==> config.mk <==
export PLATFORM = sky130hd
export DESIGN_NAME = muldiv_unit
export DESIGN_NICKNAME = d
export VERILOG_FILES = /design/src/rtl/muldiv_pkg.sv /design/src/rtl/muldiv_signfix.sv /design/src/rtl/muldiv_unit.sv
export SDC_FILE = /design/constraint.sdc
export NUM_CORES = 1
export LEC_CHECK = 0
export BUFFER_PORTS_ARGS = -buffer_cell sky130_fd_sc_hd__clkbuf_2
export CAP_MARGIN = 20
export CORE_ASPECT_RATIO = 2
export CORE_MARGIN = 8
export CORE_UTILIZATION = 51
export DETAILED_ROUTE_END_ITERATION = 12
export PLACE_DENSITY_LB_ADDON = 0.3
export SETUP_SLACK_MARGIN = 0.1
export SYNTH_ARGS = -nofsm -noshare
export SYNTH_HDL_FRONTEND = slang
export SYNTH_HIERARCHICAL = 1
export SYNTH_SLANG_ARGS = --single-unit
==> constraint.sdc <==
create_clock -name clk -period 6.7 [get_ports clk]
set_input_delay 0.335 -clock clk [delete_from_list [all_inputs] [get_ports clk]]
set_output_delay 0.335 -clock clk [all_outputs]
set_load 0.01 [all_outputs]
==> src/rtl/muldiv_pkg.sv <==
// muldiv_pkg: shared constants, op codes and FSM encoding for the iterative
// RV32M multiply/divide unit (muldiv_unit, muldiv_signfix).
package muldiv_pkg;

    localparam int XLEN  = 32;
    localparam int CNT_W = 5;

    localparam logic [XLEN-1:0] INT_MIN  = 32'h8000_0000;
    localparam logic [XLEN-1:0] ALL_ONES = '1;

    localparam logic [2:0] MD_MUL    = 3'b000;
    localparam logic [2:0] MD_MULH   = 3'b001;
    localparam logic [2:0] MD_MULHSU = 3'b010;
    localparam logic [2:0] MD_MULHU  = 3'b011;
    localparam logic [2:0] MD_DIV    = 3'b100;
    localparam logic [2:0] MD_DIVU   = 3'b101;
    localparam logic [2:0] MD_REM    = 3'b110;
    localparam logic [2:0] MD_REMU   = 3'b111;

    typedef enum logic [1:0] {
        S_IDLE   = 2'd0,
        S_RUN    = 2'd1,
        S_FINISH = 2'd2
    } state_e;

    // Divide/remainder ops all have MDControl[2] set.
    function automatic logic op_is_div(input logic [2:0] op);
        return op[2];
    endfunction

    // rs1 is treated as signed for MUL, MULH, MULHSU, DIV and REM.
    function automatic logic op_a_signed(input logic [2:0] op);
        return (op == MD_MUL) || (op == MD_MULH) || (op == MD_MULHSU) ||
               (op == MD_DIV) || (op == MD_REM);
    endfunction

    // rs2 is treated as signed for MUL, MULH, DIV and REM (not MULHSU).
    function automatic logic op_b_signed(input logic [2:0] op);
        return (op == MD_MUL) || (op == MD_MULH) ||
               (op == MD_DIV) || (op == MD_REM);
    endfunction

endpackage

==> src/rtl/muldiv_signfix.sv <==
// muldiv_signfix: combinational result fix-up. Takes the magnitude-domain
// accumulator (product, or {remainder, quotient}) and applies sign
// correction plus the divide-by-zero / signed-overflow special cases.
module muldiv_signfix
    import muldiv_pkg::*;
(
    input  logic [2:0]        op_i,
    input  logic              sign_a_i,
    input  logic              sign_b_i,
    input  logic [2*XLEN-1:0] acc_i,
    input  logic              div_zero_i,
    input  logic              ovf_i,
    output logic [XLEN-1:0]   result_o
);

    logic [2*XLEN-1:0] prod;
    logic [XLEN-1:0]   quot;
    logic [XLEN-1:0]   rem;

    // Negate magnitudes as required, then select the architectural result.
    always_comb begin
        prod = (sign_a_i ^ sign_b_i) ? -acc_i : acc_i;
        quot = (sign_a_i ^ sign_b_i) ? -acc_i[XLEN-1:0] : acc_i[XLEN-1:0];
        // With a zero divisor the remainder half holds |dividend|, so
        // re-applying the dividend sign reproduces SrcA for REM/REMU.
        rem  = sign_a_i ? -acc_i[2*XLEN-1:XLEN] : acc_i[2*XLEN-1:XLEN];
        result_o = '0;
        case (op_i)
            MD_MUL:                       result_o = prod[XLEN-1:0];
            MD_MULH, MD_MULHSU, MD_MULHU: result_o = prod[2*XLEN-1:XLEN];
            MD_DIV, MD_DIVU: begin
                if (div_zero_i)  result_o = ALL_ONES;
                else if (ovf_i)  result_o = INT_MIN;
                else             result_o = quot;
            end
            MD_REM, MD_REMU: begin
                if (ovf_i && !div_zero_i) result_o = '0;
                else                      result_o = rem;
            end
            default:                      result_o = '0;
        endcase
    end

endmodule

==> src/rtl/muldiv_unit.sv <==
// muldiv_unit: iterative radix-2 RV32M multiply/divide unit. One bit per
// clock, 32 iterations on a shared 64-bit accumulator, then a one-cycle
// FINISH state with done. Optional macro MULDIV_EARLY_OUT_EN sends
// divide-by-zero, signed overflow and zero-operand requests straight from
// IDLE to FINISH.
module muldiv_unit
    import muldiv_pkg::*;
(
    input  logic            clk,
    input  logic            rst,
    input  logic            start,
    input  logic [2:0]      MDControl,
    input  logic [XLEN-1:0] SrcA,
    input  logic [XLEN-1:0] SrcB,
    output logic            busy,
    output logic            done,
    output logic [XLEN-1:0] MDResult
);

    state_e            state_q;
    logic [2:0]        op_q;
    logic              sign_a_q;
    logic              sign_b_q;
    logic              div_zero_q;
    logic              ovf_q;
    logic [XLEN-1:0]   opnd_q;
    logic [2*XLEN-1:0] acc_q;
    logic [2*XLEN-1:0] acc_d;
    logic [CNT_W-1:0]  cnt_q;
    logic              busy_q;
    logic              done_q;
    logic [XLEN-1:0]   result_q;

    logic              in_sign_a;
    logic              in_sign_b;
    logic [XLEN-1:0]   in_abs_a;
    logic [XLEN-1:0]   in_abs_b;
    logic              in_div_zero;
    logic              in_ovf;

    logic [XLEN:0]     mul_sum;
    logic [XLEN:0]     div_trial;

    logic [2:0]        fix_op;
    logic              fix_sign_a;
    logic              fix_sign_b;
    logic [2*XLEN-1:0] fix_acc;
    logic              fix_div_zero;
    logic              fix_ovf;
    logic [XLEN-1:0]   fix_result;

`ifdef MULDIV_EARLY_OUT_EN
    logic              in_early;
`endif

    // Decode the live request: signs, magnitudes and special-case flags.
    always_comb begin
        in_sign_a   = op_a_signed(MDControl) & SrcA[XLEN-1];
        in_sign_b   = op_b_signed(MDControl) & SrcB[XLEN-1];
        in_abs_a    = in_sign_a ? -SrcA : SrcA;
        in_abs_b    = in_sign_b ? -SrcB : SrcB;
        in_div_zero = op_is_div(MDControl) && (SrcB == '0);
        in_ovf      = op_is_div(MDControl) && !MDControl[0] &&
                      (SrcA == INT_MIN) && (SrcB == ALL_ONES);
    end

`ifdef MULDIV_EARLY_OUT_EN
    // Requests whose result needs no iteration.
    always_comb begin
        in_early = in_div_zero || in_ovf || (SrcA == '0) || (SrcB == '0);
    end
`endif

    // One radix-2 step: shift-add multiply or restoring divide.
    always_comb begin
        acc_d     = acc_q;
        mul_sum   = {1'b0, acc_q[2*XLEN-1:XLEN]} + {1'b0, opnd_q};
        // The shifted remainder can reach 33 bits, so the bit shifted out
        // of acc_q[63] takes part in the trial subtraction.
        div_trial = acc_q[2*XLEN-1:XLEN-1] - {1'b0, opnd_q};
        if (op_is_div(op_q)) begin
            if (!div_trial[XLEN])
                acc_d = {div_trial[XLEN-1:0], acc_q[XLEN-2:0], 1'b1};
            else
                acc_d = {acc_q[2*XLEN-2:0], 1'b0};
        end else begin
            if (acc_q[0])
                acc_d = {mul_sum, acc_q[XLEN-1:1]};
            else
                acc_d = {1'b0, acc_q[2*XLEN-1:1]};
        end
    end

    // Fix-up inputs: live request while IDLE (early-out path), otherwise the
    // latched op with the final accumulator value. For an early divide by
    // zero, {|A|, 0} stands in for the accumulator so REM still yields SrcA.
    always_comb begin
        if (state_q == S_IDLE) begin
            fix_op       = MDControl;
            fix_sign_a   = in_sign_a;
            fix_sign_b   = in_sign_b;
            fix_acc      = in_div_zero ? {in_abs_a, {XLEN{1'b0}}} : '0;
            fix_div_zero = in_div_zero;
            fix_ovf      = in_ovf;
        end else begin
            fix_op       = op_q;
            fix_sign_a   = sign_a_q;
            fix_sign_b   = sign_b_q;
            fix_acc      = acc_d;
            fix_div_zero = div_zero_q;
            fix_ovf      = ovf_q;
        end
    end

    muldiv_signfix u_signfix (
        .op_i       (fix_op),
        .sign_a_i   (fix_sign_a),
        .sign_b_i   (fix_sign_b),
        .acc_i      (fix_acc),
        .div_zero_i (fix_div_zero),
        .ovf_i      (fix_ovf),
        .result_o   (fix_result)
    );

    // Control FSM with counter, accumulator and registered outputs.
    always_ff @(posedge clk) begin
        if (rst) begin
            state_q    <= S_IDLE;
            op_q       <= '0;
            sign_a_q   <= 1'b0;
            sign_b_q   <= 1'b0;
            div_zero_q <= 1'b0;
            ovf_q      <= 1'b0;
            opnd_q     <= '0;
            acc_q      <= '0;
            cnt_q      <= '0;
            busy_q     <= 1'b0;
            done_q     <= 1'b0;
            result_q   <= '0;
        end else begin
            case (state_q)
                S_IDLE: begin
                    done_q <= 1'b0;
                    busy_q <= 1'b0;
                    if (start) begin
                        op_q       <= MDControl;
                        sign_a_q   <= in_sign_a;
                        sign_b_q   <= in_sign_b;
                        div_zero_q <= in_div_zero;
                        ovf_q      <= in_ovf;
                        cnt_q      <= '0;
                        busy_q     <= 1'b1;
                        if (op_is_div(MDControl)) begin
                            acc_q  <= {{XLEN{1'b0}}, in_abs_a};
                            opnd_q <= in_abs_b;
                        end else begin
                            acc_q  <= {{XLEN{1'b0}}, in_abs_b};
                            opnd_q <= in_abs_a;
                        end
`ifdef MULDIV_EARLY_OUT_EN
                        if (in_early) begin
                            state_q  <= S_FINISH;
                            done_q   <= 1'b1;
                            result_q <= fix_result;
                        end else begin
                            state_q  <= S_RUN;
                        end
`else
                        state_q <= S_RUN;
`endif
                    end
                end
                S_RUN: begin
                    acc_q <= acc_d;
                    cnt_q <= cnt_q + 1'b1;
                    if (cnt_q == CNT_W'(XLEN - 1)) begin
                        state_q  <= S_FINISH;
                        done_q   <= 1'b1;
                        result_q <= fix_result;
                    end
                end
                S_FINISH: begin
                    state_q <= S_IDLE;
                    done_q  <= 1'b0;
                    busy_q  <= 1'b0;
                end
                default: begin
                    state_q <= S_IDLE;
                    done_q  <= 1'b0;
                    busy_q  <= 1'b0;
                end
            endcase
        end
    end

    assign busy     = busy_q;
    assign done     = done_q;
    assign MDResult = result_q;

endmodule

Word level (Yosys, flattened, before mapping)
Index checks and enable logic that the tools add are counted. W data, S select, Z words.

Add/subtract/negate cells: 8. Eq/ne operators: 17. Mux-type cells: 30. Bitwise gates (word level): 4. Reductions and logical operators: 26.

Operator list (count): $mux W64 (7); $mux W32 (9); $neg A32 Y32 (4); $pmux W32 S4 (1); $pmux W64 S2 (1); $eq A32 B32 Y1 const B (2); $neg A64 Y64 (1); $add A32 B32 Y33 (1); $sub A33 B32 Y33 (1); $logic_not A32 Y1 (1); $eq A3 B3 Y1 const B (6); $pmux W5 S2 (1); $eq A3 B2 Y1 const B (3); $reduce_and A2 Y1 (4); $eq A3 B1 Y1 const B (2); $logic_not A3 Y1 (2); $logic_or A1 B1 Y1 (6); $reduce_or A2 Y1 (3); $add A5 B1 Y5 const B (1); $eq A5 B5 Y1 const B (1); $logic_and A1 B1 Y1 (5); $mux W1 (5); $mux W5 (1); $mux W2 (2); other kinds (12) (15).

Flip-flop bits (word level): 144. Logic and storage cells: 97.

Logic depth before layout (Yosys ltp)
Gate-level depths: netlist of run 1.

Word-level depth: 14. Mapped depth: 27. Mapped depth without buffers: 25.

Hierarchy
The synthesis of run 1 kept the hierarchy.

By module, submodules not included: muldiv_unit (times used 1, cells each 1729, area an instance 12480.7 µm², seq. area each 2882.8 µm²); muldiv_signfix (times used 1, cells each 531, area an instance 3236.9 µm², seq. area each 0.0 µm²).

Least setup slack after synthesis of run 1
OpenSTA, ideal clock, no wires.

Kind: reg-to-reg. From: register acc_q[31]. To: register result_q[14], in the netlist MDResult[14]. Arrival: 5.341 ns. Required time: 6.568 ns. Setup slack: 1.226 ns. Stages on the path, launching flop included: 28. Path buffers: 2. Cells stage by stage: dfxtp_1 inv_1 ha_1 inv_1 fa_1 a21o_1 a221oi_2 o21ai_2 a41o_1 o211ai_2 o21bai_4 xor2_1 buf_2 nand2_1 o211ai_1 a31oi_1 inv_1 ha_1 or3b_1 buf_6 nor3_4 nand2_2 or4_4 o21ai_2 xnor2_1 a221o_1 nand2_1 a21oi_1.

Elaborated cells on any way between the ends: 15.

RTL lines: start: declaration (RTL line muldiv_unit.sv:27) `logic [2*XLEN-1:0] acc_q;`; start signal: assignment (RTL line muldiv_unit.sv:154) `acc_q <= {{XLEN{1'b0}}, in_abs_a};`; start signal: assignment (RTL line muldiv_unit.sv:157) `acc_q <= {{XLEN{1'b0}}, in_abs_b};`; $sub A33 B32 Y33 (RTL line muldiv_unit.sv:80) `div_trial = acc_q[2*XLEN-1:XLEN-1] - {1'b0, opnd_q};`; $mux W64 (*) (RTL line muldiv_unit.sv:82) `if (!div_trial[XLEN])`; $mux W64 (*) (RTL line muldiv_unit.sv:81) `if (op_is_div(op_q)) begin`; $mux W64 (*) (RTL line muldiv_unit.sv:98) `if (state_q == S_IDLE) begin`; via fix_acc[32] (RTL line muldiv_unit.sv:47) `logic [2*XLEN-1:0] fix_acc;`; $neg A32 Y32 (RTL line muldiv_signfix.sv:26) `rem = sign_a_i ? -acc_i[2*XLEN-1:XLEN] : acc_i[2*XLEN-1:XLEN];`; $mux W32 (RTL line muldiv_signfix.sv:26); $mux W32 (RTL line muldiv_signfix.sv:37) `if (ovf_i && !div_zero_i) result_o = '0;`; $pmux W32 S4 (*) (RTL line muldiv_signfix.sv:28) `case (op_i)`; via fix_result[14] (RTL line muldiv_unit.sv:50) `logic [XLEN-1:0] fix_result;`; end signal: assignment (RTL line muldiv_unit.sv:179) `result_q <= fix_result;`; end: declaration (RTL line muldiv_unit.sv:32) `logic [XLEN-1:0] result_q;`.

The timed path passes the listed nets; every way through them passes the cells marked *. A chain may end at the register's enable or synchronous reset.

Worst setup path in the final report of run 1
From: register acc_q[31]. To: register result_q[29], in the netlist MDResult[29].

Elaborated cells on any way between the ends: 15.

RTL lines (RTL line): $sub A33 B32 Y33 (*) (muldiv_unit.sv:80); $mux W64 (*) (muldiv_unit.sv:82); $mux W64 (*) (muldiv_unit.sv:81); $mux W64 (*) (muldiv_unit.sv:98); via fix_acc[49] (muldiv_unit.sv:47); $neg A32 Y32 (muldiv_signfix.sv:26); $mux W32 (muldiv_signfix.sv:26); $mux W32 (muldiv_signfix.sv:37); $pmux W32 S4 (*) (muldiv_signfix.sv:28); via fix_result[29] (muldiv_unit.sv:50).

Marked as above.

==> metrics.csv, run 1 <==
stage,metric,value,unit
worst_setup_path,max_stage_delay,0.48,ns
placement,gp_congestion,1.06,
clock_network,numCtsBuffers,17,
worst_setup_path,cp.required,7.09,ns
worst_setup_path,reg2reg_from,acc_q[31],
worst_setup_path,cp.depth,26,
run,maxCapViolCount,0,
clock_network,cts_tree,done,
timing,tightest_slew,1.10,ns
timing,fin_skew,0.00979,ns
yosys,yosysTopAreaCell,dfxtp_1,
yosys,synth-main-ff-cell,dfxtp_1,
cells_and_area,layout_commonest_cell,nand2_1,
yosys,yosysUniqueCellTypes,105,
floorplanning,initial_core_util,51.3,%
placement,port_buffers,103,
routing,avgRoutedWirePerCell,23.6,um
floorplanning,coreArea,30600,um^2
routing,via_per_inst,6.74,
worst_setup_path,cpLargestDelayFamily,compound AO/OA/AOI/OAI gates,
yosys,synth_top_area_share,18.3,%
clock_network,clkSlewWorstSetupHoldPaths,0.07,ns
worst_setup_path,path_max_fanout,11,
yosys,yosysWarnings,6,
placement,place_ws,0.676,ns
timing,slew_headroom,26.1,%
timing,setup_tns,0,ns
yosys,synth-edff-count,0,
worst_setup_path,path_buf_inv,5,
worst_hold_path,hold_start,MDControl[1],
clock_network,cts.sinks,144,
cells_and_area,final_nets,2439,
clock_network,hold_buffers,0,
timing,rsz0062_at_grt,no,
clock_network,clockBufferDepth,2,
routing,drt_iter0_markers,2169,
grt,grt_pass1_vias,16700,
yosys,synthArstFlopShare,0,%
timing,setup_slack,0.572,ns
worst_hold_path,hp-class,input port to flop,
yosys,syn_nets,2403,
grt,overflow,0,
grt,grt_pass1_wl,96.7,mm
timing,max_freq,163,MHz
clock_network,cts_resized,0,
worst_setup_path,end_kind,flop,
yosys,syn_inst,2260,
worst_setup_path,start_kind,flop,
yosys,ys_seq_elements,144,
timing,setup_viol,0,
run_status,status,finished clean,
grt,grt_max_degree,88,
timing,slew_viol_final,0,
timing,period_share,91.5,%
floorplanning,die_h,264,um
yosys,yosysSeqAreaShare,18.3,%
worst_setup_path,cp.arrival,6.51,ns
yosys,yosys-top-cells-area,"dfxtp_1, a21oi_1, nand2_1",
cells_and_area,final_cell_mix,"nand2_1, a21oi_1, nor2_1, dfxtp_1, o21ai_0",
power_and_ir_drop,power_density,208,nW/um^2
timing,fin_crit,6.13,ns
yosys,avgSynthCellArea,6.95,um^2
routing,vias,18100,
clock_network,clkLatencyLatePin,0.46,ns
grt,antenna_found_initial,1,
placement,dp_hpwl,47.6,mm
worst_setup_path,crit_start,acc_q[31],
worst_hold_path,min_path_cells,3,
worst_setup_path,cp_slowest_cell,nor3_1,
routing,antenna_left,0,
routing,dr.pass1.iters,6,
routing,wl,63.2,mm
floorplanning,rows,91,
floorplanning,dieArea,37000,um^2
cells_and_area,drive_gt1_share,11.4,%
cells_and_area,final_util,56.0,%
timing,report.final.hold_viol_count,0,
cells_and_area,area_delta_synth_final,9.21,%
routing,drcViolationCount,0,
cells_and_area,n_fill_cell,3055,
clock_network,htree_levels,4,
yosys,synth_area,15700,um^2
grt,grt.total_usage,33.3,%
floorplanning,num_io_pins,104,
worst_setup_path,r2r_cells,26,
power_and_ir_drop,ir_worst_vdd,0.000207,V
clock_network,clockRootBuffer,clkbuf_16,
power_and_ir_drop,p_leak,6.78,nW
floorplanning,dieWidth,140,um
clock_network,cts_setup_buffers,0,
worst_setup_path,critPathKind,flop to flop,
[tightest hold or removal path, delay by kind of cell]
family | cells | cell delay, ns
buffers and inverters | 1 | 0.12
and+or+nand+nor | 1 | 0.06
AOI/OAI and AO/OA | 1 | 0.05
[stage by stage]
stage	power [mW]	instances	area, um^2	hold slack, ns
2_1_floorplan	2.03	2260	15700	0.432
3_3_place_gp	2.48	2649	16500	0.441
3_5_place_dp	2.49	2649	16500	0.444
4_1_cts	3.52	2681	17200	0.144
5_1_grt	3.72	2681	17200	0.165
6_report	3.57	2682	17200	0.161
[final timing paths]
path | end | slack [ns]
worst min-delay path | op_q[1] | 0.16
worst max register to register | MDResult[29] | 0.57
worst min register to register | MDResult[17] | 0.45
worst max-delay path | MDResult[29] | 0.57
[metal layers]
layer  wire [um]  GRT usage, %  part of all wire (%)  vias up
li1            -             -                     -     8372
met5           0             0                     0        -
met2       27900          51.7                    44     1094
met4        4840          23.9                   7.7        0
met3        6340          6.36                    10      246
met1       24100          40.4                    38     8361
[area by class of cell]
class | count | area [um^2] | share of cell area [%]
inverter | 71 | 267 | 1.55
antenna | 1 | 2.50 | 0.0146
clock inverter | 12 | 156 | 0.911
clock buffer | 20 | 447 | 2.60
multi-input combinational | 1901 | 12000 | 69.8
timing repair buffer | 161 | 953 | 5.55
tap | 372 | 465 | 2.71
sequential | 144 | 2890 | 16.8
[state kept, by name, summed over array words and instances (netlist names)]
| name | count |
|---|---|
| acc_q | 64 |
| MDResult | 32 |
| opnd_q | 32 |
| cnt_q | 5 |
| op_q | 3 |
| state_q | 2 |
| busy | 1 |
| div_zero_q | 1 |
| done | 1 |
| ovf_q | 1 |
| sign_a_q | 1 |
| sign_b_q | 1 |
[report_power, final]
group | internal (mW) | switching [mW] | leakage, nW
logic | 0.542 | 1.04 | 5.31
registers | 0.899 | 0.0533 | 1.17
clock network | 0.598 | 0.434 | 0.295
[synthesized netlist by cell type (all sizes together) (8+ instances only)]
| library cell | number |
|---|---|
| o31ai | 23 |
| mux2i | 45 |
| nor2 | 234 |
| a32o | 10 |
| or2 | 8 |
| o22ai | 8 |
| a31oi | 53 |
| a31o | 12 |
| o211ai | 48 |
| nand2b | 18 |
| clkbuf | 125 |
| a41oi | 9 |
| xnor2 | 91 |
| buf | 19 |
| o21ai | 138 |
| and2 | 17 |
| a211oi | 38 |
| o41ai | 10 |
| xor2 | 79 |
| nor3 | 59 |
| ha | 71 |
| o2bb2ai | 10 |
| a21o | 29 |
| a221oi | 13 |
| nand3 | 40 |
| a22o | 17 |
| nor2b | 19 |
| or3 | 20 |
| inv | 69 |
| nand4 | 29 |
| a21oi | 247 |
| nor4 | 34 |
| and3 | 20 |
| o21a | 9 |
| o221ai | 8 |
| dfxtp | 144 |
| or4 | 15 |
| nand2 | 321 |
[kinds of logic (layout without fill, tap and decap cells)]
group / Yosys count / after routing / synth area share (%)
and+or+nand+nor: 863 / 863 / 26.3
AOI/OAI and AO/OA: 749 / 749 / 31.2
buffers and inverters: 215 / 264 / 5.74
xor gates and xnor gates: 170 / 170 / 9.64
DFF: 144 / 144 / 18.3
adders and majority gates: 73 / 73 / 5.91
muxes: 46 / 46 / 2.94
other: 0 / 1 / 0
(Power assumes the default switching activity.)
==> run 2, diff against run 1 <==
- CORE_ASPECT_RATIO: 2 -> 1.1
==> run 2 against run 1 <==
Total power shrank 1.9%. Critical path depth shrank 2. Via count grew 2.0%. Non-clock buffer count shrank 13.
==> metrics.csv, run 2 (synthesis results as in run 1) <==
stage,metric,value,unit
run_status,status,finished clean,
worst_hold_path,hp-class,input port to flop,
clock_network,cts_setup_buffers,0,
worst_setup_path,path_max_fanout,13,
floorplanning,dieArea,36700,um^2
power_and_ir_drop,total_power,3.50,mW
floorplanning,dieWidth,183,um
grt,grt_pass1_vias,16900,
clock_network,cts.sinks,144,
worst_setup_path,end_kind,flop,
worst_setup_path,cp.arrival,6.65,ns
cells_and_area,top_register,acc_q,
worst_setup_path,cpLargestDelayFamily,compound AO/OA/AOI/OAI gates,
clock_network,hold_buffers,0,
worst_setup_path,cp.required,7.01,ns
worst_setup_path,critPathKind,flop to flop,
timing,tightest_slew,1.09,ns
timing,setup_slack,0.366,ns
clock_network,clkSlewWorstSetupHoldPaths,0.07,ns
timing,rsz0062_at_grt,no,
clock_network,htree_levels,4,
floorplanning,rows,67,
clock_network,cts_tree,done,
placement,place_ws,0.640,ns
placement,port_buffers,103,
timing,report.final.hold_viol_count,0,
timing,fin_crit,6.33,ns
cells_and_area,n_fill_cell,2998,
timing,setup_tns,0,ns
clock_network,clockBufferDepth,2,
timing,slew_viol_final,0,
power_and_ir_drop,power_density,205,nW/um^2
cells_and_area,multi_input_area,12000,um^2
routing,dr_wl_met3,7.40,mm
floorplanning,num_io_pins,104,
worst_setup_path,max_stage_delay,0.66,ns
power_and_ir_drop,p_leak,6.69,nW
clock_network,cts_resized,0,
clock_network,clockRootBuffer,clkbuf_16,
cells_and_area,final_nets,2426,
grt,grt_pass1_wl,99.1,mm
timing,slew_headroom,26.5,%
floorplanning,die_h,200,um
worst_setup_path,cp_slowest_cell,nor4_1,
clock_network,numCtsBuffers,17,
timing,period_share,94.5,%
cells_and_area,largest_reg_flops,64,
cells_and_area,regArea,2890,um^2
run,maxCapViolCount,0,
grt,grt.total_usage,34.2,%
routing,drcViolationCount,0,
routing,dr.pass1.iters,6,
routing,wl,65.7,mm
timing,fin_skew,0.0185,ns
worst_setup_path,start_kind,flop,
floorplanning,initial_core_util,51.7,%
placement,place_area,16500,um^2
cells_and_area,layout_commonest_cell,nand2_1,
routing,vias,18400,
clock_network,clkLatencyLatePin,0.45,ns
routing,topRoutingLayerUsed,met5,
cells_and_area,design_area,17100,um^2
floorplanning,coreArea,30400,um^2
grt,antenna_found_initial,2,
cells_and_area,final_cell_mix,"nand2_1, a21oi_1, nor2_1, dfxtp_1, o21ai_0",
cells_and_area,drive_gt1_share,11.0,%
routing,antenna_left,0,
grt,overflow,0,
worst_setup_path,cp_cell_sequence,inv_1 -> ha_1 -> inv_1 -> fa_1 -> a21o_1 -> a221oi_2 -> o21ai_2 -> a41o_1 -> o211ai_2 -> o21bai_4 -> xor2_2 -> buf_4 -> mux2i_1 -> a22oi_1 -> a21o_1 -> nor4_1 -> and4_1 -> and2_1 -> a21oi_1 -> o2bb2ai_1 -> o21ai_0 -> o211ai_1 -> nand2_1 -> a21oi_1,
routing,wl_met2,28.2,mm
placement,dp_hpwl,49.7,mm
routing,via_per_inst,6.80,
power_and_ir_drop,ir_worst_vdd,0.000153,V
worst_setup_path,path_buf_inv,3,
routing,wl_met1,26.6,mm
routing,avgRoutedWirePerCell,24.2,um
timing,max_freq,158,MHz
grt,grt_max_degree,88,
timing,setup_viol,0,
cells_and_area,area_delta_synth_final,8.60,%
placement,gp_congestion,1.02,
routing,drt_iter0_markers,2526,
## run 2: area by class of cell
class                      count  area share, %
inverter                      71           1.56
sequential                   144           16.9
antenna                        1         0.0147
clock buffer                  18           2.51
multi-input combinational   1901           70.2
clock inverter                13          0.630
timing repair buffer         148           5.13
tap                          414           3.03
## run 2: power breakdown
part           internal [mW]  switching (mW)
clock                  0.478           0.451
combinational          0.531            1.08
sequential             0.899          0.0619
## run 2: path summary, 6_finish.rpt
path / startpoint / end / slack, ns / cells after the start
setup / recovery: acc_q[31] / MDResult[23] / 0.37 / 24
hold / removal: MDControl[1] / op_q[1] / 0.22 / 3
setup reg to reg: acc_q[31] / MDResult[23] / 0.37 / 24
hold reg to reg: MDResult[4] / MDResult[4] / 0.45 / 2
## run 2: metrics by stage
stage	utilization [%]	hold WS (ns)	std cells
2_1_floorplan	-	0.432	2260
3_3_place_gp	54.2	0.439	2676
3_5_place_dp	54.3	0.445	2677
4_1_cts	56.0	0.203	2708
5_1_grt	56.1	0.229	2709
6_report	56.1	0.222	2710
## run 2: layer usage
layer  track usage [%]  up-vias
met1              45.0     8681
li1                  -     8334
met2              51.7     1193
met4              17.2        4
met5                 0        -
met3              7.62      220
## run 2: tightest hold or removal path, stage by stage
cell and delay [ns]:
clkbuf_2 0.15, nand2_1 0.08, a21oi_1 0.05
